## src/rtl/decode.sv

```systemverilog
// decode: ID stage of the 5-stage MIPS pipeline.
//   Decodes the instruction from fetch, resolves j one stage early, holds the
//   32x32 register file, detects load-use hazards and drives the ID/EX
//   pipeline register feeding execute.
// Ports:
//   clk, reset_n            pipeline clock, asynchronous active-low reset
//   flush                   next ID/EX contents become a bubble
//   Instr_ID                instruction word from fetch
//   MemRead_EX, WriteReg_EX load-in-EX info for hazard detection
//   RegWrite_WB, WriteReg_WB, Result_WB   register file write port
//   Jump_IDM1, JumpTgt_IDM1 combinational jump resolution back to fetch
//   LoadStall_ID            combinational load-use stall request
//   *_EX outputs            registered ID/EX pipeline contents
// Optional feature: define REGFILE_BYPASS_EN to make a same-cycle WB write
//   visible on the register read ports (write-through).
module decode #(
  parameter int NREG = 32,
  parameter int DW   = 32
) (
  input  logic          clk,
  input  logic          reset_n,
  input  logic          flush,
  input  logic [31:0]   Instr_ID,
  input  logic          MemRead_EX,
  input  logic [4:0]    WriteReg_EX,
  input  logic          RegWrite_WB,
  input  logic [4:0]    WriteReg_WB,
  input  logic [DW-1:0] Result_WB,
  output logic          Jump_IDM1,
  output logic [25:0]   JumpTgt_IDM1,
  output logic          LoadStall_ID,
  output logic [DW-1:0] RdData1_EX,
  output logic [DW-1:0] RdData2_EX,
  output logic [DW-1:0] SignImm_EX,
  output logic [4:0]    Rs_EX,
  output logic [4:0]    Rt_EX,
  output logic [4:0]    Rd_EX,
  output logic          RegWrite_EX,
  output logic          MemToReg_EX,
  output logic          MemWrite_EX,
  output logic          MemReadOut_EX,
  output logic          AluSrc_EX,
  output logic          RegDst_EX,
  output logic          Branch_EX,
  output logic [2:0]    AluCtl_EX
);

  localparam logic [5:0] OP_RTYPE = 6'b000000;
  localparam logic [5:0] OP_LW    = 6'b100011;
  localparam logic [5:0] OP_SW    = 6'b101011;
  localparam logic [5:0] OP_BEQ   = 6'b000100;
  localparam logic [5:0] OP_ADDI  = 6'b001000;
  localparam logic [5:0] OP_J     = 6'b000010;

  localparam logic [2:0] ALU_ADD = 3'b010;
  localparam logic [2:0] ALU_SUB = 3'b110;
  localparam logic [2:0] ALU_AND = 3'b000;
  localparam logic [2:0] ALU_OR  = 3'b001;
  localparam logic [2:0] ALU_SLT = 3'b111;

  logic [5:0] opcode, funct;
  logic [4:0] rs, rt, rd;
  assign opcode = Instr_ID[31:26];
  assign rs     = Instr_ID[25:21];
  assign rt     = Instr_ID[20:16];
  assign rd     = Instr_ID[15:11];
  assign funct  = Instr_ID[5:0];

  // Register file
  logic [DW-1:0] regs_q [NREG];
  logic          wb_en;
  logic [DW-1:0] rd1_d, rd2_d;

  assign wb_en = RegWrite_WB && (WriteReg_WB != 5'd0);

  always_ff @(posedge clk or negedge reset_n) begin
    if (!reset_n) begin
      for (int unsigned i = 0; i < NREG; i++) regs_q[i] <= '0;
    end else if (wb_en) begin
      regs_q[WriteReg_WB] <= Result_WB;
    end
  end

  always_comb begin
    rd1_d = (rs == 5'd0) ? '0 : regs_q[rs];
    rd2_d = (rt == 5'd0) ? '0 : regs_q[rt];
`ifdef REGFILE_BYPASS_EN
    // wb_en already excludes r0, so r0 still reads zero here
    if (wb_en && (WriteReg_WB == rs)) rd1_d = Result_WB;
    if (wb_en && (WriteReg_WB == rt)) rd2_d = Result_WB;
`else
`endif
  end

  // Control decode
  logic       reg_write_d, mem_to_reg_d, mem_write_d, mem_read_d;
  logic       alu_src_d, reg_dst_d, branch_d, is_j, uses_rt;
  logic [2:0] alu_ctl_d;

  always_comb begin
    reg_write_d  = 1'b0;
    mem_to_reg_d = 1'b0;
    mem_write_d  = 1'b0;
    mem_read_d   = 1'b0;
    alu_src_d    = 1'b0;
    reg_dst_d    = 1'b0;
    branch_d     = 1'b0;
    alu_ctl_d    = 3'b000;
    is_j         = 1'b0;
    uses_rt      = 1'b0;
    case (opcode)
      OP_RTYPE: begin
        uses_rt = 1'b1;
        reg_write_d = 1'b1;
        reg_dst_d   = 1'b1;
        case (funct)
          6'b100000: alu_ctl_d = ALU_ADD;
          6'b100010: alu_ctl_d = ALU_SUB;
          6'b100100: alu_ctl_d = ALU_AND;
          6'b100101: alu_ctl_d = ALU_OR;
          6'b101010: alu_ctl_d = ALU_SLT;
          default: begin
            reg_write_d = 1'b0;
            reg_dst_d   = 1'b0;
          end
        endcase
      end
      OP_LW: begin
        reg_write_d  = 1'b1;
        mem_read_d   = 1'b1;
        mem_to_reg_d = 1'b1;
        alu_src_d    = 1'b1;
        alu_ctl_d    = ALU_ADD;
      end
      OP_SW: begin
        uses_rt     = 1'b1;
        mem_write_d = 1'b1;
        alu_src_d   = 1'b1;
        alu_ctl_d   = ALU_ADD;
      end
      OP_BEQ: begin
        uses_rt   = 1'b1;
        branch_d  = 1'b1;
        alu_ctl_d = ALU_SUB;
      end
      OP_ADDI: begin
        reg_write_d = 1'b1;
        alu_src_d   = 1'b1;
        alu_ctl_d   = ALU_ADD;
      end
      OP_J:    is_j = 1'b1;
      default: ;
    endcase
  end

  // Load-use hazard; a stalled j must not redirect fetch
  assign LoadStall_ID = MemRead_EX && (WriteReg_EX != 5'd0) &&
                        ((WriteReg_EX == rs) || (uses_rt && (WriteReg_EX == rt)));
  assign Jump_IDM1    = is_j && !LoadStall_ID;
  assign JumpTgt_IDM1 = Instr_ID[25:0];

  // ID/EX pipeline register
  logic bubble;
  assign bubble = flush || LoadStall_ID;

  always_ff @(posedge clk or negedge reset_n) begin
    if (!reset_n) begin
      RdData1_EX    <= '0;
      RdData2_EX    <= '0;
      SignImm_EX    <= '0;
      Rs_EX         <= '0;
      Rt_EX         <= '0;
      Rd_EX         <= '0;
      RegWrite_EX   <= 1'b0;
      MemToReg_EX   <= 1'b0;
      MemWrite_EX   <= 1'b0;
      MemReadOut_EX <= 1'b0;
      AluSrc_EX     <= 1'b0;
      RegDst_EX     <= 1'b0;
      Branch_EX     <= 1'b0;
      AluCtl_EX     <= 3'b000;
    end else begin
      RdData1_EX    <= rd1_d;
      RdData2_EX    <= rd2_d;
      SignImm_EX    <= {{(DW-16){Instr_ID[15]}}, Instr_ID[15:0]};
      Rs_EX         <= rs;
      Rt_EX         <= rt;
      Rd_EX         <= rd;
      RegWrite_EX   <= reg_write_d  && !bubble;
      MemToReg_EX   <= mem_to_reg_d && !bubble;
      MemWrite_EX   <= mem_write_d  && !bubble;
      MemReadOut_EX <= mem_read_d   && !bubble;
      AluSrc_EX     <= alu_src_d    && !bubble;
      RegDst_EX     <= reg_dst_d    && !bubble;
      Branch_EX     <= branch_d     && !bubble;
      AluCtl_EX     <= bubble ? 3'b000 : alu_ctl_d;
    end
  end

endmodule

```

## config.mk

```make
export PLATFORM = sky130hd
export DESIGN_NAME = decode
export DESIGN_NICKNAME = d
export VERILOG_FILES = /design/src/rtl/decode.sv
export SDC_FILE = /design/constraint.sdc
export NUM_CORES = 2
export LEC_CHECK = 0
export BUFFER_PORTS_ARGS = -buffer_cell sky130_fd_sc_hd__buf_4
export CAP_MARGIN = 20
export CORE_MARGIN = 1.5
export CORE_UTILIZATION = 56
export DETAILED_ROUTE_END_ITERATION = 8
export PLACE_DENSITY = 0.76
export SETUP_SLACK_MARGIN = 0.05
export SYNTH_ARGS = -nofsm -noshare
export SYNTH_HDL_FRONTEND = slang
export SYNTH_SLANG_ARGS = --single-unit
```

## constraint.sdc

```tcl
create_clock -name clk -period 2 [get_ports clk]
set_clock_uncertainty 0.1 [all_clocks]
set_input_delay 0.3 -clock clk [delete_from_list [all_inputs] [get_ports clk]]
set_output_delay 0.3 -clock clk [all_outputs]
set_load 0.05 [all_outputs]
```

Word level (Yosys, flattened, before mapping)
Index checks and enable logic that the tools add are counted.

Magnitude comparators: 4. Equality and inequality tests: 12. Muxes and demuxes: 23. Bitwise gates (word level): 3. Reduce and logical (&&, ||, !) cells: 25.

Operators with widths (count): bitwise mux 1024 bit (1); binary-select mux 32 bit (select 5 bit) (2); 2-to-1 mux 32 bit (7); demux 32 bit (select 5 bit) (1); == test 6 bit (second input constant) (7); >= comparator 6 bit (second input constant) (3); inverter 5 -> 6 bit (3); logical AND 1 bit (12); one-hot mux 3 bit (4 select lines) (1); == test 5 bit (2); logical NOT 5 bit (2); nonzero test 5 bit (2); one-hot mux 3 bit (3 select lines) (1); 2-to-1 mux 1 bit (8); == test 6 x 2 -> 1 bit (second input constant) (1); == test 6 x 3 -> 1 bit (second input constant) (1); == test 6 x 4 -> 1 bit (second input constant) (1); logical NOT 6 bit (1); < comparator 6 x 1 -> 1 bit (second input constant) (1); OR reduction 3 bit (2); OR reduction 5 bit (1); 2-to-1 mux 3 bit (1); logical NOT 1 bit (2); logical OR 1 bit (2); other kinds (2) (2).

Register bits after elaboration: 1128. Input port bits: 79. Output and inout port bits: 149. Word-level logic and storage cells: 112.

Longest topological paths before layout
Word-level depth: 9. Depth in mapped cells: 9. Gate-level depth less buffers: 5.

Worst setup path after synthesis
OpenSTA, ideal clock, no wires.

Path kind: input to output. From: input port Instr_ID[21]. To: output port Jump_IDM1. Data arrival time: 2.885 ns. Data required time: 1.600 ns. Path slack: -1.285 ns. Cell stages on the path: 9. Path buffers: 5. Cell sequence: buf_6 -> buf_6 -> buf_6 -> buf_6 -> xnor2_1 -> nand3_1 -> a21oi_1 -> buf_2 -> nor4_1.

Cells in the longest elaborated chain, start to end: 5.

RTL lines: start, declared (line 23) `input logic [31:0] Instr_ID,`; == test 5 bit (line 158) `((WriteReg_EX == rs) || (uses_rt && (WriteReg_EX == rt)));`; logical OR 1 bit (line 158); logical AND 1 bit (line 157) `assign LoadStall_ID = MemRead_EX && (WriteReg_EX != 5'd0) &&`; via LoadStall_ID (line 31) `output logic LoadStall_ID,`; logical NOT 1 bit (line 159) `assign Jump_IDM1 = is_j && !LoadStall_ID;`; logical AND 1 bit (line 159); end, declared (line 29) `output logic Jump_IDM1,`.

The timed path passes the listed nets, and every way through them passes these cells.

Worst setup path in the final report
From: input port WriteReg_EX[1]. To: output port Jump_IDM1.

Cells in the longest elaborated chain, start to end: 6. Elaborated cells between the ends (all ways): 9.

RTL lines: start, declared (line 25) `input logic [4:0] WriteReg_EX,`; == test 5 bit (line 158); logical AND 1 bit (line 158); logical OR 1 bit (line 158); logical AND 1 bit * (line 157); logical NOT 1 bit * (line 159); logical AND 1 bit * (line 159).

Every way passes the cells marked *; elsewhere a longest branch is shown, timed or not.

==> run summary <==
The ratio of total power to cell area is 966.5 nW/um^2. Setup violations remaining at the end of the flow were counted as 0. The count of final hold-check violations is 1. The net switching power is 18.67 mW. VDD sags by at most 758.2 uV. The post-synthesis sequential area ratio is 49.16%.

The fraction of registers with async set or reset after synthesis is 100.0%. The sequential cell fraction of total power is 45.3%. The number of antenna violations at the first check in global routing is 8. Synthesis handed over a netlist of 3,834 instances. The detailed-routing iteration count for the pre-antenna-repair pass is 5. The number of buffers and inverters on the critical path is 2.

Counting distinct cell types in the post-synthesis netlist gives 43. The post-route DRC violation count came out at 0. In this run the deepest clock path goes through 3 buffers. The synthesis-stage register bit count is 1,123. Across the run, the number of max-cap violations was 0. For this block, the routed nets add up to 183,400 um of wire. In the final design database the tool counted 4,308 nets. The upper clock frequency limit came out at 502.8 MHz. The worst max-slew margin expressed relative to the limit is 49.17%. The number of buffers created by CTS came out at 116. The worst setup path is captured at an output port. Subtracting the final worst setup slack from the clock period gives 1989 ps.

Among cell families on the critical path, the largest total delay comes from simple AND/OR/NAND/NOR gates. The number of nets with antenna violations after routing came out at 0. The internal power of the cells is 48.06 mW. The final weighted congestion in routability-driven placement is 0.8843. Global routing finished with a remaining overflow of 0.

Once layout is complete, the cells apart from fillers number 5,690. Signal routing reaches up to met5. The I/O pin count came out at 228.

The initial standard-cell utilization of the core came out at 56.35%. The vertical die dimension is 322.5 um. The count of final max-slew check failures came out at 0. The half-perimeter wire length after detailed placement is 116,600 um. The clock root buffer master is sky130_fd_sc_hd__clkbuf_16.

The routed design uses 84,600 um of met2 wire. The post-placement setup slack came out at -558.2 ps. Once layout is done, the placed cells without fillers occupy 69,040 sq um.

The number of flops mapped to enable cells by yosys is 0. For this block, the initial DRC count from the detailed router was 4,473. The average cell area after synthesis came out at 14.91 sq um. The number of H-tree levels came out at 3. The via count of the first global-routing pass is 40,600.

The core region is 101,400 sq um. The share of cells above drive strength 1 is 54.13%. The area of the die came out at 104,000 sq um. The global-route total usage across every layer came out at 35.36%. The worst-margin pin slew came out at 762.4 ps. Dividing the detail-routed wire length by the instance count gives 32.23 um. The number of nets in the synthesized netlist is 3,913.

The count of port buffers added during placement came out at 227. Setup repair after global routing could not meet its margin everywhere. The worst-case setup margin in the final layout is 11.08 ps. The part of the total power dissipated in the clock network came out at 33.8%. The pin count of the biggest net entering global routing came out at 138.

The met1 wire length is 70,230 um. CTS saw 1,123 sinks. The utilization after layout came out at 68.06%. Data arrives at the worst endpoint at 1590 ps. Of the total power, combinational logic draws 20.9%. The slowest stage of the critical path belongs to the cell sky130_fd_sc_hd__or4_1. Traced cell by cell, the critical path runs through buf_4 -> or4_1 -> o21ai_2 -> a21oi_4 -> nor4_4 -> buf_6. The post-synthesis to final-layout area growth is 20.77%. The flip-flop cell with the highest count after synthesis is sky130_fd_sc_hd__dfrtp_1. Counting tap cells, the placed design contains a total of 5,406 instances. The chip width came out at 322.5 um. The met3 routed wirelength is 20,970 um. The clock slew at the register clock pins of the worst setup and hold paths is 60 ps. The clock latency at the later pin of the worst-skew pair came out at 720 ps. In this run switching power makes up 27.97% of total power.

The maximum fanout along the worst path came out at 4. The path type of the worst setup path is input pin to output port. The final reports fail on negative hold slack. The standard-cell row count is 117. Leaving out fill and tap cells, the most frequent cell in the layout is sky130_fd_sc_hd__dfrtp_1.

The warning count from the yosys run is 0. The placement-stage cell area came out at 64,080 sq um. The post-synth design cell area is 57,170 sq um. The critical path launch point type is an input pin. The top cell types in the final layout, fill and taps aside, are sky130_fd_sc_hd__dfrtp_1 (1,120), sky130_fd_sc_hd__mux2_2 (986), sky130_fd_sc_hd__buf_4 (514). Data on the critical path is required at its endpoint by 1600 ps. The class of the worst hold path is input pin to flip-flop. The flow ran to the end, but the final reports show violations.

The first-pass GRT wire length came out at 268,500 um. In this run the static leakage power is 30.53 nW. TritonCTS built the clock tree. The final critical-path share of the clock period came out at 99.45%. The per-cell via count in the routed design came out at 6.931.

The via count came out at 39,440. The delay contributed by the slowest stage of the critical path came out at 540 ps. The hold slack is -9.430 ps.
==> metal layers <==
layer  vias to the layer above  track usage (%)
met1                     20880            48.18
li1                      15610                -
met5                         -                0
met2                      2403            54.48
met4                        12            13.79
met3                       538            9.418
==> tightest hold or removal path, cell delays in order <==
cell and delay (ps):
sky130_fd_sc_hd__buf_4 190, sky130_fd_sc_hd__nand3b_1 170, sky130_fd_sc_hd__nand2_1 60, sky130_fd_sc_hd__a21oi_1 40
==> worst paths after layout <==
| path | startpoint | endpoint | slack, ps | depth (start not counted) |
|---|---|---|---|---|
| setup reg to reg | regs_q[645]$_DFFE_PN0P_ | RdData2_EX[5]$_DFF_PN0_ | 60 | 4 |
| hold reg to reg | regs_q[1007]$_DFFE_PN0P_ | regs_q[1007]$_DFFE_PN0P_ | 300 | 0 |
| setup / recovery | WriteReg_EX[1] | Jump_IDM1 | 10 | 6 |
| max in group asynchronous | reset_n | regs_q[352]$_DFFE_PN0P_ | 890 | 4 |
| min in group asynchronous | reset_n | SignImm_EX[4]$_DFF_PN0_ | 150 | 3 |
| hold / removal | Instr_ID[24] | RdData1_EX[30]$_DFF_PN0_ | -9 | 4 |
==> synth_stat cells (all sizes together), types with 2 or more instances <==
cell     number  area share [%]
a211oi       58            0.76
a221oi        3           0.046
a21oi         3           0.026
nor3b         3           0.039
mux4        385              15
and2          2           0.022
mux2i       256             4.5
a2111oi      68             1.1
buf         249             2.7
a31oi         2           0.022
o221ai       56            0.86
nor3         83            0.73
nor4          8           0.088
nand2        21            0.14
a22o        123             1.9
xnor2         2           0.031
or3          15            0.16
dfrtp      1123              49
a2111o        3           0.059
xor2          8            0.12
mux2        993              20
nor2         22            0.14
or4           3           0.039
nand4b        3           0.046
nor2b        10            0.11
o22ai        54            0.59
nand3         4           0.035
o21ai        18            0.16
clkbuf      239             1.6
nand2b        9           0.098
==> stage by stage <==
step / total power [mW] / TNS, ps
floorplan: 39.14 / -1425
global placement: 43.21 / -24970
detailed placement: 43.94 / -30020
CTS: 66.56 / 0
global route: 69.00 / -25.33
finish: 66.73 / 0
==> power by group through the flow <==
| stage | sequential [mW] | clock, mW | combinational, mW |
|---|---|---|---|
| floorplan | 29.9 | 0 | 9.19 |
| global placement | 30.0 | 0 | 13.2 |
| detailed placement | 30.4 | 0 | 13.6 |
| CTS | 30.0 | 22.7 | 13.8 |
| global route | 30.6 | 23.6 | 14.8 |
| finish | 30.2 | 22.5 | 14.0 |
==> flip-flops by register name, summed over array words and instances (netlist names), 3 cells and up <==
signal / cells
RdData1_EX: 32
AluCtl_EX: 3
Rt_EX: 5
Rd_EX: 5
Rs_EX: 5
SignImm_EX: 11
regs_q: 1024
RdData2_EX: 32
==> cell families after synthesis <==
family / after synthesis / synth area share (%)
flip-flops: 1123 / 49.16
buffers and inverters: 489 / 4.233
AO/OA/AOI/OAI: 390 / 5.529
AND/OR/NAND/NOR: 188 / 1.718
multiplexers: 1634 / 39.21
XOR/XNOR: 10 / 0.1532
==> layout make-up <==
cell class | instances | area, sq um
fill | 6771 | 32410
sequential | 1123 | 28110
multi-input combinational | 2222 | 27200
timing repair buffer | 765 | 8074
clock buffer | 166 | 3374
tap | 1368 | 1712
clock inverter | 44 | 569.3
inverter | 1 | 3.754
antenna | 1 | 2.502
==> what timing repair did <==
item / CTS / global route
pin swaps: 6 / 7
endpoints found under the hold margin: 1805 / 2
buffers inserted: 4 / 4
hold buffers: 68 / 2
gates resized for setup: 25 / 48
endpoints found under the setup margin: 28 / 34
Note: power is estimated with default switching activity, not from simulation.
